### src/rtl/fpu_resp_collector_if.sv
// rtl/fpu_resp_collector_if.sv - issue, FPU result and response handshake bundle for fpu_resp_collector (resp_cycle present only with FPU_RESP_TIMESTAMP_EN)
interface fpu_resp_collector_if;
    // Issue side, as driven into the FPU
    logic        issue_valid;
    logic [31:0] issue_opa;
    logic [31:0] issue_opb;
    logic [2:0]  issue_op;
    logic [1:0]  issue_rmode;

    // FPU result side
    logic [31:0] fpu_out;
    logic [7:0]  fpu_flags;

    // Response side towards the checker
    logic        resp_valid;
    logic        resp_ready;
    logic [31:0] resp_opa;
    logic [31:0] resp_opb;
    logic [2:0]  resp_op;
    logic [1:0]  resp_rmode;
    logic [31:0] resp_out;
    logic [7:0]  resp_flags;
    logic [7:0]  resp_tag;
`ifdef FPU_RESP_TIMESTAMP_EN
    logic [31:0] resp_cycle;
`endif

    modport master (
        output issue_valid, issue_opa, issue_opb, issue_op, issue_rmode,
        output fpu_out, fpu_flags, resp_ready,
`ifdef FPU_RESP_TIMESTAMP_EN
        input  resp_cycle,
`endif
        input  resp_valid, resp_opa, resp_opb, resp_op, resp_rmode,
        input  resp_out, resp_flags, resp_tag
    );

    modport slave (
        input  issue_valid, issue_opa, issue_opb, issue_op, issue_rmode,
        input  fpu_out, fpu_flags, resp_ready,
`ifdef FPU_RESP_TIMESTAMP_EN
        output resp_cycle,
`endif
        output resp_valid, resp_opa, resp_opb, resp_op, resp_rmode,
        output resp_out, resp_flags, resp_tag
    );
endinterface

### src/rtl/fpu_resp_collector.sv
// rtl/fpu_resp_collector.sv - FPU response collector: latency-matched issue pipeline, result capture, FWFT response FIFO (FPU_RESP_TIMESTAMP_EN adds resp_cycle)
module fpu_resp_collector #(
    parameter int LATENCY = 4,
    parameter int DEPTH   = 8
) (
    input  logic                 clk,
    input  logic                 reset,
    fpu_resp_collector_if.slave  bus,
    output logic [4:0]           inflight,
    output logic                 drop_err,
    output logic [7:0]           drop_count
);
    localparam int AW = (DEPTH > 1) ? $clog2(DEPTH) : 1;
    localparam int CW = AW + 1;

    typedef struct packed {
        logic [31:0] opa;
        logic [31:0] opb;
        logic [2:0]  op;
        logic [1:0]  rmode;
        logic [7:0]  tag;
`ifdef FPU_RESP_TIMESTAMP_EN
        logic [31:0] cycle;
`endif
    } issue_t;

    typedef struct packed {
        issue_t      iss;
        logic [31:0] out;
        logic [7:0]  flags;
    } txn_t;

    issue_t             issue_word;
    issue_t             pipe_q [LATENCY];
    issue_t             pipe_d [LATENCY];
    logic [LATENCY-1:0] pvld_q;
    logic [LATENCY-1:0] pvld_d;
    logic [7:0]         tag_q;
    logic [7:0]         tag_d;

    txn_t               cap_q;
    txn_t               cap_d;
    logic               cap_vld_q;
    logic               cap_vld_d;

    txn_t               mem_q [DEPTH];
    txn_t               mem_d [DEPTH];
    logic [AW-1:0]      wr_ptr_q;
    logic [AW-1:0]      wr_ptr_d;
    logic [AW-1:0]      rd_ptr_q;
    logic [AW-1:0]      rd_ptr_d;
    logic [CW-1:0]      count_q;
    logic [CW-1:0]      count_d;

    logic               drop_err_q;
    logic               drop_err_d;
    logic [7:0]         drop_count_q;
    logic [7:0]         drop_count_d;

    logic               fifo_full;
    logic               fifo_nonempty;
    logic               pop;
    logic               push;
    logic               drop;
    txn_t               head;

`ifdef FPU_RESP_TIMESTAMP_EN
    logic [31:0]        cyc_q;
    logic [31:0]        cyc_d;

    // Free-running cycle counter used to stamp each issue
    always_comb begin
        cyc_d = cyc_q + 32'd1;
    end

    // Timestamp counter register, cleared by reset
    always_ff @(posedge clk) begin
        if (reset) begin
            cyc_q <= '0;
        end else begin
            cyc_q <= cyc_d;
        end
    end
`endif

    // Assemble the payload sampled on an issue, tagged with the running sequence number
    always_comb begin
        issue_word       = '0;
        issue_word.opa   = bus.issue_opa;
        issue_word.opb   = bus.issue_opb;
        issue_word.op    = bus.issue_op;
        issue_word.rmode = bus.issue_rmode;
        issue_word.tag   = tag_q;
`ifdef FPU_RESP_TIMESTAMP_EN
        issue_word.cycle = cyc_q;
`endif
    end

    // Advance the delay pipeline one stage per cycle so the last stage lines up with the FPU output
    always_comb begin
        pvld_d    = '0;
        pipe_d    = pipe_q;
        pvld_d[0] = bus.issue_valid;
        pipe_d[0] = bus.issue_valid ? issue_word : pipe_q[0];
        for (int i = 1; i < LATENCY; i++) begin
            pvld_d[i] = pvld_q[i-1];
            pipe_d[i] = pipe_q[i-1];
        end
        tag_d = bus.issue_valid ? tag_q + 8'd1 : tag_q;
    end

    // Pair the emerging payload with this cycle's FPU result and flags
    always_comb begin
        cap_vld_d = pvld_q[LATENCY-1];
        cap_d     = cap_q;
        if (pvld_q[LATENCY-1]) begin
            cap_d.iss   = pipe_q[LATENCY-1];
            cap_d.out   = bus.fpu_out;
            cap_d.flags = bus.fpu_flags;
        end
    end

    // Response FIFO bookkeeping; a pop frees the slot a same-cycle push needs when full
    always_comb begin
        fifo_nonempty = (count_q != '0);
        fifo_full     = (count_q == CW'(DEPTH));
        pop           = fifo_nonempty && bus.resp_ready;
        push          = cap_vld_q && (!fifo_full || pop);
        drop          = cap_vld_q && fifo_full && !pop;

        mem_d = mem_q;
        if (push) begin
            mem_d[wr_ptr_q] = cap_q;
        end
        wr_ptr_d = wr_ptr_q + AW'(push);
        rd_ptr_d = rd_ptr_q + AW'(pop);
        count_d  = count_q + CW'(push) - CW'(pop);

        drop_err_d   = drop_err_q | drop;
        drop_count_d = (drop && (drop_count_q != 8'hFF)) ? drop_count_q + 8'd1 : drop_count_q;
    end

    // Control state: valid bits, tag, pointers and drop tracking, all cleared by reset
    always_ff @(posedge clk) begin
        if (reset) begin
            pvld_q       <= '0;
            tag_q        <= '0;
            cap_vld_q    <= 1'b0;
            wr_ptr_q     <= '0;
            rd_ptr_q     <= '0;
            count_q      <= '0;
            drop_err_q   <= 1'b0;
            drop_count_q <= '0;
        end else begin
            pvld_q       <= pvld_d;
            tag_q        <= tag_d;
            cap_vld_q    <= cap_vld_d;
            wr_ptr_q     <= wr_ptr_d;
            rd_ptr_q     <= rd_ptr_d;
            count_q      <= count_d;
            drop_err_q   <= drop_err_d;
            drop_count_q <= drop_count_d;
        end
    end

    // Payload storage; only meaningful where the matching valid bit or FIFO count says so
    always_ff @(posedge clk) begin
        pipe_q <= pipe_d;
        cap_q  <= cap_d;
        mem_q  <= mem_d;
    end

    // Present the FIFO head, forced to zero while empty so idle outputs read as 0
    always_comb begin
        head = fifo_nonempty ? mem_q[rd_ptr_q] : '0;
    end

    // Number of occupied pipeline stages
    always_comb begin
        inflight = '0;
        for (int i = 0; i < LATENCY; i++) begin
            inflight = inflight + 5'(pvld_q[i]);
        end
    end

    assign bus.resp_valid = fifo_nonempty;
    assign bus.resp_opa   = head.iss.opa;
    assign bus.resp_opb   = head.iss.opb;
    assign bus.resp_op    = head.iss.op;
    assign bus.resp_rmode = head.iss.rmode;
    assign bus.resp_tag   = head.iss.tag;
    assign bus.resp_out   = head.out;
    assign bus.resp_flags = head.flags;
`ifdef FPU_RESP_TIMESTAMP_EN
    assign bus.resp_cycle = head.iss.cycle;
`endif
    assign drop_err       = drop_err_q;
    assign drop_count     = drop_count_q;
endmodule

### src/flat_wrapper.sv
// flat-port wrapper written by rule: the top's interface ports become plain ports
module fpu_resp_collector_flat 
#(
    parameter int LATENCY = 4,
    parameter int DEPTH   = 8
)
  (clk, reset, inflight, drop_err, drop_count, bus_issue_valid, bus_issue_opa, bus_issue_opb, bus_issue_op, bus_issue_rmode, bus_fpu_out, bus_fpu_flags, bus_resp_ready, bus_resp_valid, bus_resp_opa, bus_resp_opb, bus_resp_op, bus_resp_rmode, bus_resp_out, bus_resp_flags, bus_resp_tag);
  fpu_resp_collector_if bus_i ();
  input  logic clk;
  input  logic reset;
  output logic [4:0] inflight;
  output logic drop_err;
  output logic [7:0] drop_count;
  input wire logic [$bits(bus_i.issue_valid)-1:0] bus_issue_valid;
  input wire logic [$bits(bus_i.issue_opa)-1:0] bus_issue_opa;
  input wire logic [$bits(bus_i.issue_opb)-1:0] bus_issue_opb;
  input wire logic [$bits(bus_i.issue_op)-1:0] bus_issue_op;
  input wire logic [$bits(bus_i.issue_rmode)-1:0] bus_issue_rmode;
  input wire logic [$bits(bus_i.fpu_out)-1:0] bus_fpu_out;
  input wire logic [$bits(bus_i.fpu_flags)-1:0] bus_fpu_flags;
  input wire logic [$bits(bus_i.resp_ready)-1:0] bus_resp_ready;
  output wire logic [$bits(bus_i.resp_valid)-1:0] bus_resp_valid;
  output wire logic [$bits(bus_i.resp_opa)-1:0] bus_resp_opa;
  output wire logic [$bits(bus_i.resp_opb)-1:0] bus_resp_opb;
  output wire logic [$bits(bus_i.resp_op)-1:0] bus_resp_op;
  output wire logic [$bits(bus_i.resp_rmode)-1:0] bus_resp_rmode;
  output wire logic [$bits(bus_i.resp_out)-1:0] bus_resp_out;
  output wire logic [$bits(bus_i.resp_flags)-1:0] bus_resp_flags;
  output wire logic [$bits(bus_i.resp_tag)-1:0] bus_resp_tag;
  assign bus_i.issue_valid = bus_issue_valid;
  assign bus_i.issue_opa = bus_issue_opa;
  assign bus_i.issue_opb = bus_issue_opb;
  assign bus_i.issue_op = bus_issue_op;
  assign bus_i.issue_rmode = bus_issue_rmode;
  assign bus_i.fpu_out = bus_fpu_out;
  assign bus_i.fpu_flags = bus_fpu_flags;
  assign bus_i.resp_ready = bus_resp_ready;
  assign bus_resp_valid = bus_i.resp_valid;
  assign bus_resp_opa = bus_i.resp_opa;
  assign bus_resp_opb = bus_i.resp_opb;
  assign bus_resp_op = bus_i.resp_op;
  assign bus_resp_rmode = bus_i.resp_rmode;
  assign bus_resp_out = bus_i.resp_out;
  assign bus_resp_flags = bus_i.resp_flags;
  assign bus_resp_tag = bus_i.resp_tag;
  fpu_resp_collector #(.LATENCY(LATENCY), .DEPTH(DEPTH)) u_core (.clk(clk), .reset(reset), .bus(bus_i), .inflight(inflight), .drop_err(drop_err), .drop_count(drop_count));
endmodule
### config.mk
export PLATFORM = sky130hd
export DESIGN_NAME = fpu_resp_collector_flat
export DESIGN_NICKNAME = d
export VERILOG_FILES = /design/src/rtl/fpu_resp_collector_if.sv /design/src/rtl/fpu_resp_collector.sv /design/src/flat_wrapper.sv
export SDC_FILE = /design/constraint.sdc
export NUM_CORES = 1
export LEC_CHECK = 0
export CELL_PAD_IN_SITES_DETAIL_PLACEMENT = 0
export CELL_PAD_IN_SITES_GLOBAL_PLACEMENT = 1
export CORE_UTILIZATION = 50
export CTS_BUF_LIST = sky130_fd_sc_hd__clkbuf_4
export DETAILED_ROUTE_END_ITERATION = 16
export DONT_BUFFER_PORTS = 1
export GPL_TIMING_DRIVEN = 0
export PLACE_DENSITY = 0.82
export SLEW_MARGIN = 5
export SYNTH_ARGS = -nofsm -noshare
export SYNTH_HDL_FRONTEND = slang
export SYNTH_SLANG_ARGS = --single-unit
### constraint.sdc
create_clock -name clk -period 15.4 [get_ports clk]
set_clock_uncertainty 0.2 [all_clocks]
set_input_delay 3.08 -clock clk [delete_from_list [all_inputs] [get_ports clk]]
set_output_delay 3.08 -clock clk [all_outputs]
set_load 0.01 [all_outputs]
After elaboration in Yosys (flattened, before gate mapping)
Cells that the tools add are included.
- output and inout bits: 132
- logic and storage cells: 125
- bits in registers: 1393
- input bits: 113
- eq/ne operators: 2
- order comparisons: 3
- bitwise logic cells: 3
- muxes and demuxes: 7
- reduce and logical (&&, ||, !) cells: 10
- $add $sub $neg: 9
- operators with widths (kind ; count):
    bitwise mux 936 bit ; 1
    2-to-1 mux 117 bit ; 4
    binary-select mux 117 bit (select 3 bit) ; 1
    demux 117 bit (select 3 bit) ; 1
    adder 8 x 1 -> 8 bit, second input constant ; 2
    adder 5 x 1 -> 5 bit ; 2
    >= comparator 4 bit, second input constant ; 2
    != test 8 bit, second input constant ; 1
    inverter 3 -> 4 bit ; 2
    adder 3 x 1 -> 3 bit ; 2
    logical AND 1 bit ; 6
    adder 4 x 1 -> 4 bit ; 1
    equality test 4 bit, second input constant ; 1
    < comparator 4 x 1 -> 1 bit, second input constant ; 1
    nonzero test 4 bit ; 1
    subtractor 4 x 1 -> 4 bit ; 1
    adder 1 x 1 -> 2 bit ; 1
    logical NOT 1 bit ; 2
    logical OR 1 bit ; 1
    OR 1 bit ; 1

Logic depth before layout (Yosys ltp)
Gate-level depths: netlist of the first run.
- depth after elaboration: 6
- mapped depth: 12
- mapped depth without buffers: 11

Worst setup path after synthesis of the first run
Ideal clock, no wire load.
- path type: input to register
- start point: input port bus_resp_ready
- end point: register u_core.mem_q[819] (netlist name) (enable)
- setup slack: 2.965 ns
- buffers on the path: 0
- arrival: 11.498 ns
- library setup time: 0.737 ns
- cell stages on the path: 4
- required time: 14.463 ns
- path through: nand2b_2 a31oi_1 nand2b_1 nor3_1
- longest elaborated chain between the ends: 3
- ends and longest elaborated chain (element ; RTL line ; text):
    start: declaration ; flat_wrapper.sv:21 ; input wire logic [$bits(bus_i.resp_ready)-1:0] bus_resp_ready;
    logical AND 1 bit ; fpu_resp_collector.sv:127 ; pop = fifo_nonempty && bus.resp_ready;
    logical OR 1 bit ; fpu_resp_collector.sv:128 ; push = cap_vld_q && (!fifo_full || pop);
    logical AND 1 bit ; fpu_resp_collector.sv:128 ;
    end signal: assignment ; fpu_resp_collector.sv:170 ; mem_q <= mem_d;
    end: declaration ; fpu_resp_collector.sv:46 ; txn_t mem_q [DEPTH];
No other way between the ends.
A chain may end at the register's enable or synchronous reset.

Final worst setup path of the first run
- start point: register u_core.rd_ptr_q[1]
- end point: output port bus_resp_tag[4]
- longest elaborated chain between the ends: 5
- ends and longest elaborated chain (element ; RTL line ; text):
    start: declaration ; fpu_resp_collector.sv:50 ; logic [AW-1:0] rd_ptr_q;
    start signal: assignment ; fpu_resp_collector.sv:159 ; rd_ptr_q <= rd_ptr_d;
    inverter 3 -> 4 bit (implied by the code) ; fpu_resp_collector.sv:175 ; head = fifo_nonempty ? mem_q[rd_ptr_q] : '0;
    binary-select mux 117 bit (select 3 bit) ; fpu_resp_collector.sv:175 ;
    2-to-1 mux 117 bit (implied by the code) (2 in a row) ; fpu_resp_collector.sv:175 ;
    2-to-1 mux 117 bit ; fpu_resp_collector.sv:175 ;
    end: declaration ; flat_wrapper.sv:29 ; output wire logic [$bits(bus_i.resp_tag)-1:0] bus_resp_tag;
No other way between the ends. The select of a mux whose other input is x is not followed.

==> impl_metrics.yaml, run 1 <==
floorplanning:
  ios: 245
  start_util_pct: 50.6
  fp.dieH_um: 310
  die-area_um2: 96000
  fp.dieW_um: 310
  fp-row-count: 112
  core_area_um2: 93600
clock_tree:
  postCtsHoldBufs: 0
  cts-buffers-inserted: 349
  path_clk_slew_ns: 0.06
  cts_tree: "yes"
  clock-root-buffer: "clkbuf_4"
  ctsResizeCount: 0
  cts.path.max_buffers: 4
  cts_max_level: 5
  cts_sinks: 1393
  clk_latency_ns: 1.15
  cts_setup_buffers: 0
sta:
  fmax_mhz: 135
  hold_slack_ns: 0.0823
  setup_viol: 0
  post-route-min-period_ns: 7.43
  hold_viol_final: 0
  finalCritPeriodShare_pct: 48.2
  rsz0062_at_grt: "no"
  slew_headroom_pct: 25.2
  worst_pin_slew_ns: 1.12
  slew_violations: 0
power_and_ir_drop:
  peakVddDrop_uv: 78.0
  power_leakage_nw: 17.9
  totalPowerFinal_mw: 8.39
  power_density_nw_per_um2: 154
synth:
  synth-seq-cells: 1393
  syn_inst: 2079
  synth_warnings: 0
  yosysTopAreaCell: "edfxtp_1"
  synthArstFlopShare_pct: 0
  ys_types: 38
  synth-main-ff-cell: "edfxtp_1"
  syn_area_um2: 47400
  synth-edff-count: 1130
  ys_seq_area_share_pct: 82.7
  synth_top_cell_area_share_pct: 71.6
  syn_avg_cell_area_um2: 22.8
  synth_area_leaders: "edfxtp_1 (72%), mux4_2 (11%), dfxtp_1 (11%)"
final_layout:
  drive_above_1_share_pct: 33.4
  final_cells: 4022
  area.growth.synth_to_final_pct: 15.0
  nets: 2623
  finalInstanceArea_um2: 54500
  utilization_pct: 58.2
setup_path:
  worstSetupPathType: "reg2out"
  cp.required_ns: 12.12
  crit_path_end_kind: "output pin"
  crit_fanout: 10
  r2r_slack_ns: 11.47
  cp-start-kind: "flip-flop"
  arrival_ns: 4.15
route:
  antenna_left: 0
  drt-total-wl_mm: 95.1
  vias: 21572
  first_pass_iters: 5
  wl_per_cell_um: 23.7
  viasPerCell: 5.36
  drc: 0
  dr.first_iter.drc_count: 1708
flow_run:
  max_cap_violations: 0
global_route:
  overflow: 0
  antenna_found_initial: 7
  grt_pass1_wl_mm: 140
  grt_max_degree: 79
  track_usage_pct: 20.2
  grt_pass1_vias: 22933
placed_design:
  placed_cell_area_um2: 50100
  numPortBuffers: 0
  dp_cells: 3399
  place_hpwl_mm: 56.6
  gp_routability_congestion: 0.722
hold_path:
  holdCritPathClass: "reg2reg"
outcome:
  status: "completed"
## metal layers
layer	GRT usage, %	wire length (um)	vias to the layer above
li1	-	-	9454
met1	25.2	37300	11132
met2	33.7	49200	847
met3	5.50	7200	139
met4	7.90	1470	0
met5	0	0	-
## synth_stat cells, drive strengths merged, types with 5 or more instances
master	instances
a21oi	9
buf	56
mux2i	119
inv	9
xor2	6
edfxtp	1130
nor2b	10
ha	12
clkbuf	30
nand2	10
nor2	140
mux4	234
dfxtp	263
o21ai	5
## cell type report
| cell class | instances | area, um^2 |
|---|---|---|
| clock buffers | 541 | 4060 |
| plain buffers | 86 | 438 |
| multi-input cells | 592 | 7770 |
| diodes | 11 | 27.5 |
| flip-flops and latches | 1393 | 39200 |
| repair buffers | 65 | 1050 |
| inverters | 9 | 33.8 |
| clock inverters | 71 | 335 |
| well taps | 1254 | 1570 |
| fillers | 6772 | 39100 |
## metrics by stage
step / setup TNS (ns) / setup WS, ns
after floorplan: 0 / 2.97
after global placement: -1418.78 / -6.15
after detailed placement: 0 / 8.95
after CTS: 0 / 7.66
after global routing: 0 / 7.57
final: 0 / 7.97
## final timing paths
check | cells after the start | from | to
max | 6 | u_core.rd_ptr_q[1] | bus_resp_tag[4]
min reg2reg | 0 | u_core.pipe_d[28] | u_core.pipe_q[28]
max reg2reg | 12 | u_core.count_q[2] | u_core.mem_q[847]
min | 0 | u_core.pipe_d[28] | u_core.pipe_q[28]
## worst max-delay path, cell delays in order, from the launching register on
cell	delay [ns]
dfxtp_1	0.33
buf_2	0.39
clkbuf_1	0.88
buf_2	0.47
mux4_2	0.25
mux2i_1	0.06
nor2_1	0.65
## registers in the layout (all words and copies together) (netlist names)
register,cells
u_core.pipe_d,231
u_core.tag_q,8
u_core.cap_vld_q,1
u_core.pvld_q,4
u_core.cap_q,117
u_core.mem_q,936
u_core.count_q,4
u_core.drop_err,1
u_core.rd_ptr_q,3
u_core.pipe_q,77
u_core.wr_ptr_q,3
u_core.drop_count,8
## layout by cell type (no fill, tap or decap), types with 12 or more instances in the layout
cell type,synthesis,routed
buf_12,0,24
buf_2,44,44
buf_4,2,21
buf_6,7,15
clkbuf_1,30,30
clkbuf_4,0,541
clkinv_1,0,56
dfxtp_1,263,262
edfxtp_1,1130,1130
ha_1,12,12
mux2i_1,119,119
mux4_2,234,234
nor2_1,140,134
## power breakdown
group	leakage, nW	total, mW	switching (mW)	internal, mW
clock	2.65	3.00	1.37	1.62
sequential	12.4	4.13	0.0257	4.10
combinational	2.85	1.27	0.765	0.501
total	17.9	8.39	2.16	6.23
## cells by family (layout without fill, tap and decap cells)
group / after synthesis / after routing / synth area share [%]
other: 1 / 13 / 0.00792
flip-flops: 1393 / 1393 / 82.7
AND/OR/NAND/NOR: 192 / 192 / 1.78
buffers and inverters: 95 / 772 / 0.996
multiplexers: 353 / 353 / 13.6
adder cells (fa/ha/maj): 14 / 14 / 0.401
XOR/XNOR: 10 / 10 / 0.185
AO/OA/AOI/OAI: 21 / 21 / 0.254
(Power assumes the default switching activity.)
==> run 2: changes to the inputs <==
Settings changed: PLACE_DENSITY 0.82 to 0.84.
Clock period 15.4 ns to 6.8 ns, I/O delays scaled along.
==> impl_metrics.yaml, run 2 (synthesis gave the netlist of run 1 again) <==
floorplanning:
  fp.dieH_um: 310
  fp.dieW_um: 310
  ios: 245
  fp-row-count: 112
  die-area_um2: 96000
  core_area_um2: 93600
  start_util_pct: 50.6
setup_path:
  crit_fanout: 10
  path_buf_inv: 3
  arrival_ns: 4.24
  cp_num_cells: 6
  slowest_stage: "clkbuf_1"
  cp.required_ns: 5.24
  cp-start-kind: "flip-flop"
  worstSetupPathType: "reg2out"
  path_cells: "buf_2 > clkbuf_1 > buf_2 > mux4_2 > mux2i_1 > nor2_1"
  cpPeakStageDelay_ns: 0.93
  critPathTopFamily: "buffers and inverters"
  reg2regPathDepth: 10
  cp_common_cell: "buf_2"
  crit_path_end_kind: "output pin"
route:
  vias: 22072
  drc: 0
  antenna_left: 0
  dr.first_iter.drc_count: 1855
  wl_met3_mm: 6.85
  first_pass_iters: 5
  drt-total-wl_mm: 98.6
  wl_met1_mm: 39.3
  route.top_layer_used: "met5"
  dr_wl_met2_mm: 50.6
  wl_per_cell_um: 24.0
  viasPerCell: 5.37
placed_design:
  numPortBuffers: 0
  dp_cells: 3388
  placed_cell_area_um2: 50100
  gp_routability_congestion: 0.724
  place_hpwl_mm: 58.1
  dp_slack_ns: 1.90
global_route:
  grt_pass1_wl_mm: 145
  grt_max_degree: 74
  grt_pass1_vias: 23800
  overflow: 0
  track_usage_pct: 20.9
  antenna_found_initial: 10
power_and_ir_drop:
  peakVddDrop_uv: 194
  totalPowerFinal_mw: 19.2
  power_leakage_nw: 18.3
  power_density_nw_per_um2: 346
final_layout:
  nets: 2711
  drive_above_1_share_pct: 32.2
  utilization_pct: 59.3
  layout_common_cells: "edfxtp_1 (1130), clkbuf_4 (543), dfxtp_1 (262)"
  final_common_cell: "edfxtp_1"
  area.growth.synth_to_final_pct: 17.2
  final_cells: 4109
  finalInstanceArea_um2: 55500
  largest_register_ffs: 936
  top_register: "u_core.mem_q"
clock_tree:
  cts.path.max_buffers: 4
  cts_tree: "yes"
  cts_setup_buffers: 0
  cts_sinks: 1393
  cts-buffers-inserted: 354
  postCtsHoldBufs: 94
  clock-root-buffer: "clkbuf_4"
  clk_latency_ns: 1.20
  path_clk_slew_ns: 0.07
  cts_max_level: 5
  ctsResizeCount: 0
sta:
  fmax_mhz: 172
  slew_violations: 0
  hold_slack_ns: 0.0925
  slew_headroom_pct: 20.8
  rsz0062_at_grt: "no"
  tns_ns: 0
  finalCritPeriodShare_pct: 85.3
  hold_viol_final: 0
  worst_pin_slew_ns: 1.19
  setup_viol: 0
  post-route-min-period_ns: 5.80
  layout_setup_ws_ns: 1.00
hold_path:
  holdPathStages: 0
  holdCritPathClass: "reg2reg"
outcome:
  status: "completed"
flow_run:
  max_cap_violations: 0
run 2: cell count changes in the layout (fill, tap and decap cells not counted), sizes merged, moves of 2 or more:
cell / before / now
inv: 13 / 15
buf: 121 / 110
clkinv: 63 / 61
clkbuf: 571 / 573
bufinv: 2 / 4
dlygate4sd3: 0 / 94
run 2: area by class of cell:
cell class	count	area, um^2
timing repair buffer	148	2010
antenna	12	30.0
multi-input combinational	592	7780
tap	1254	1570
clock buffer	543	4080
inverter	9	33.8
sequential	1393	39200
clock inverter	72	388
fill	6644	38100
buffer	86	438
run 2: power by group:
group          internal, mW  switching [mW]  total [mW]
Combinational          1.17            1.75        2.92
Sequential             9.29          0.0609        9.35
Clock                  3.77            3.16        6.93
Total                  14.2            4.98        19.2
run 2: worst paths after layout:
path                                         start                 to  slack [ns]
worst max-delay path            u_core.rd_ptr_q[1]    bus_resp_tag[5]        1.00
worst min-delay path            u_core.pipe_d[123]  u_core.pipe_d[46]        0.09
worst max register to register   u_core.count_q[2]  u_core.mem_q[748]        3.13
worst min register to register  u_core.pipe_d[123]  u_core.pipe_d[46]        0.09
run 2: per-layer routing:
metal,global-route usage (%),up-vias
met4,7.61,2
met3,5.36,153
li1,-,9624
met1,26.5,11423
met5,0,-
met2,35.0,870
==> run 3: changes to the inputs <==
Settings changed: CORE_ASPECT_RATIO set to 1.1, GPL_TIMING_DRIVEN 0 to unset.
==> impl_metrics.yaml, run 3 (synthesis gave the netlist of run 1 again) <==
outcome:
  status: "completed"
setup_path:
  path_buf_inv: 1
  cpPeakStageDelay_ns: 0.90
  timing.rr.end: "u_core.mem_q[633]"
  worstSetupPathType: "reg2out"
  cp_num_cells: 4
  crit-reg2reg-launch: "u_core.count_q[2]"
  crit_fanout: 39
  startpoint: "u_core.rd_ptr_q[0]"
  path_cells: "buf_4 > mux4_2 > mux2i_1 > nor2_1"
  arrival_ns: 3.66
  cp-start-kind: "flip-flop"
  slowest_stage: "dfxtp_4"
  cp.required_ns: 5.24
  critPathTopFamily: "flip-flops"
  crit_path_end_kind: "output pin"
  reg2regPathDepth: 8
  r2r_slack_ns: 3.32
route:
  route.top_layer_used: "met4"
  dr.first_iter.drc_count: 1645
  wl_met1_mm: 35.9
  drt-total-wl_mm: 91.5
  vias: 21538
  dr_wl_met2_mm: 47.3
  wl_met3_mm: 6.47
  drc: 0
  first_pass_iters: 5
  viasPerCell: 5.36
  antenna_left: 0
  wl_per_cell_um: 22.8
hold_path:
  holdPathStages: 0
  min_delay_worst_endpoint: "u_core.pipe_q[58]"
  holdCritPathClass: "reg2reg"
  min_from: "u_core.pipe_d[58]"
clock_tree:
  cts_tree: "yes"
  cts_sinks: 1393
  clk_latency_ns: 1.19
  ctsResizeCount: 0
  path_clk_slew_ns: 0.06
  cts-buffers-inserted: 346
  clock-root-buffer: "clkbuf_4"
  cts.path.max_buffers: 4
  cts_max_level: 5
sta:
  tns_ns: 0
  layout_setup_ws_ns: 1.58
  fmax_mhz: 191
  rsz0062_at_grt: "no"
  hold_viol_final: 0
  setup_viol: 0
  slew_headroom_pct: 24.4
  finalCritPeriodShare_pct: 76.8
  post-route-min-period_ns: 5.22
  slew_violations: 0
  worst_pin_slew_ns: 1.13
final_layout:
  largest_register_ffs: 936
  finalInstanceArea_um2: 54500
  area.growth.synth_to_final_pct: 15.0
  ff_latch_area_um2: 39200
  nets: 2615
  drive_above_1_share_pct: 30.3
  final_common_cell: "edfxtp_1"
  final_cells: 4018
  multi_input_area_um2: 7780
  layout_common_cells: "edfxtp_1 (1130), clkbuf_4 (515), dfxtp_1 (259)"
  top_register: "u_core.mem_q"
  fill_cells: 6684
placed_design:
  place_hpwl_mm: 45.6
  numPortBuffers: 0
  placed_cell_area_um2: 49000
  dp_cells: 3294
  dp_slack_ns: 2.61
  gp_routability_congestion: 0.696
global_route:
  overflow: 0
  grt_max_degree: 122
  antenna_found_initial: 2
  track_usage_pct: 19.4
  grt_pass1_vias: 23598
  grt_pass1_wl_mm: 137
power_and_ir_drop:
  totalPowerFinal_mw: 18.9
  power_leakage_nw: 17.8
  peakVddDrop_uv: 195
  power_density_nw_per_um2: 346
floorplanning:
  fp.dieW_um: 295
  ios: 245
  start_util_pct: 50.4
  core_area_um2: 94000
  fp.dieH_um: 325
  fp-row-count: 118
  die-area_um2: 96000
flow_run:
  max_cap_violations: 0
## run 3: through the flow
step           utilization [%]  hold slack [ns]
2_1_floorplan                -            0.110
6_report                  57.9           0.0460
3_3_place_gp              52.1            0.110
5_1_grt                   57.9           0.0106
3_5_place_dp              52.1            0.112
4_1_cts                   57.9          0.00209
## run 3: area by class of cell
cell class	instances	share of cell area (%)
Sequential cell	1393	72.0
Clock buffer	515	7.10
Multi-Input combinational cell	592	14.3
Antenna cell	4	0.0184
Clock inverter	99	1.01
Timing Repair Buffer	146	2.67
Tap cell	1260	2.89
Inverter	9	0.0620
## run 3: repair_timing
item / CTS / global route
buffers inserted: 0 / 0
hold buffers: 106 / 0
hold endpoints to repair: 163 / 0
## run 3: metal layers
layer,vias up,track usage [%]
li1,9411,-
met1,11163,23.8
met2,816,32.5
met3,148,5.61
met4,0,7.25
met5,-,0
## run 3: worst max path at each step
stage | to | slack, ns
3_5_place_dp | u_core.mem_q[641] | 2.61
5_1_grt | bus_resp_opa[4] | 1.21
2_1_floorplan | u_core.mem_q[117] | -0.77
6_report | bus_resp_opb[14] | 1.58
4_1_cts | bus_resp_opb[14] | 1.31
3_3_place_gp | u_core.mem_q[641] | 2.59
## run 3: power breakdown
| group | switching, mW | total, mW | internal (mW) |
|---|---|---|---|
| Sequential | 0.156 | 9.45 | 9.29 |
| Clock | 3.14 | 6.84 | 3.69 |
| Combinational | 1.46 | 2.58 | 1.12 |
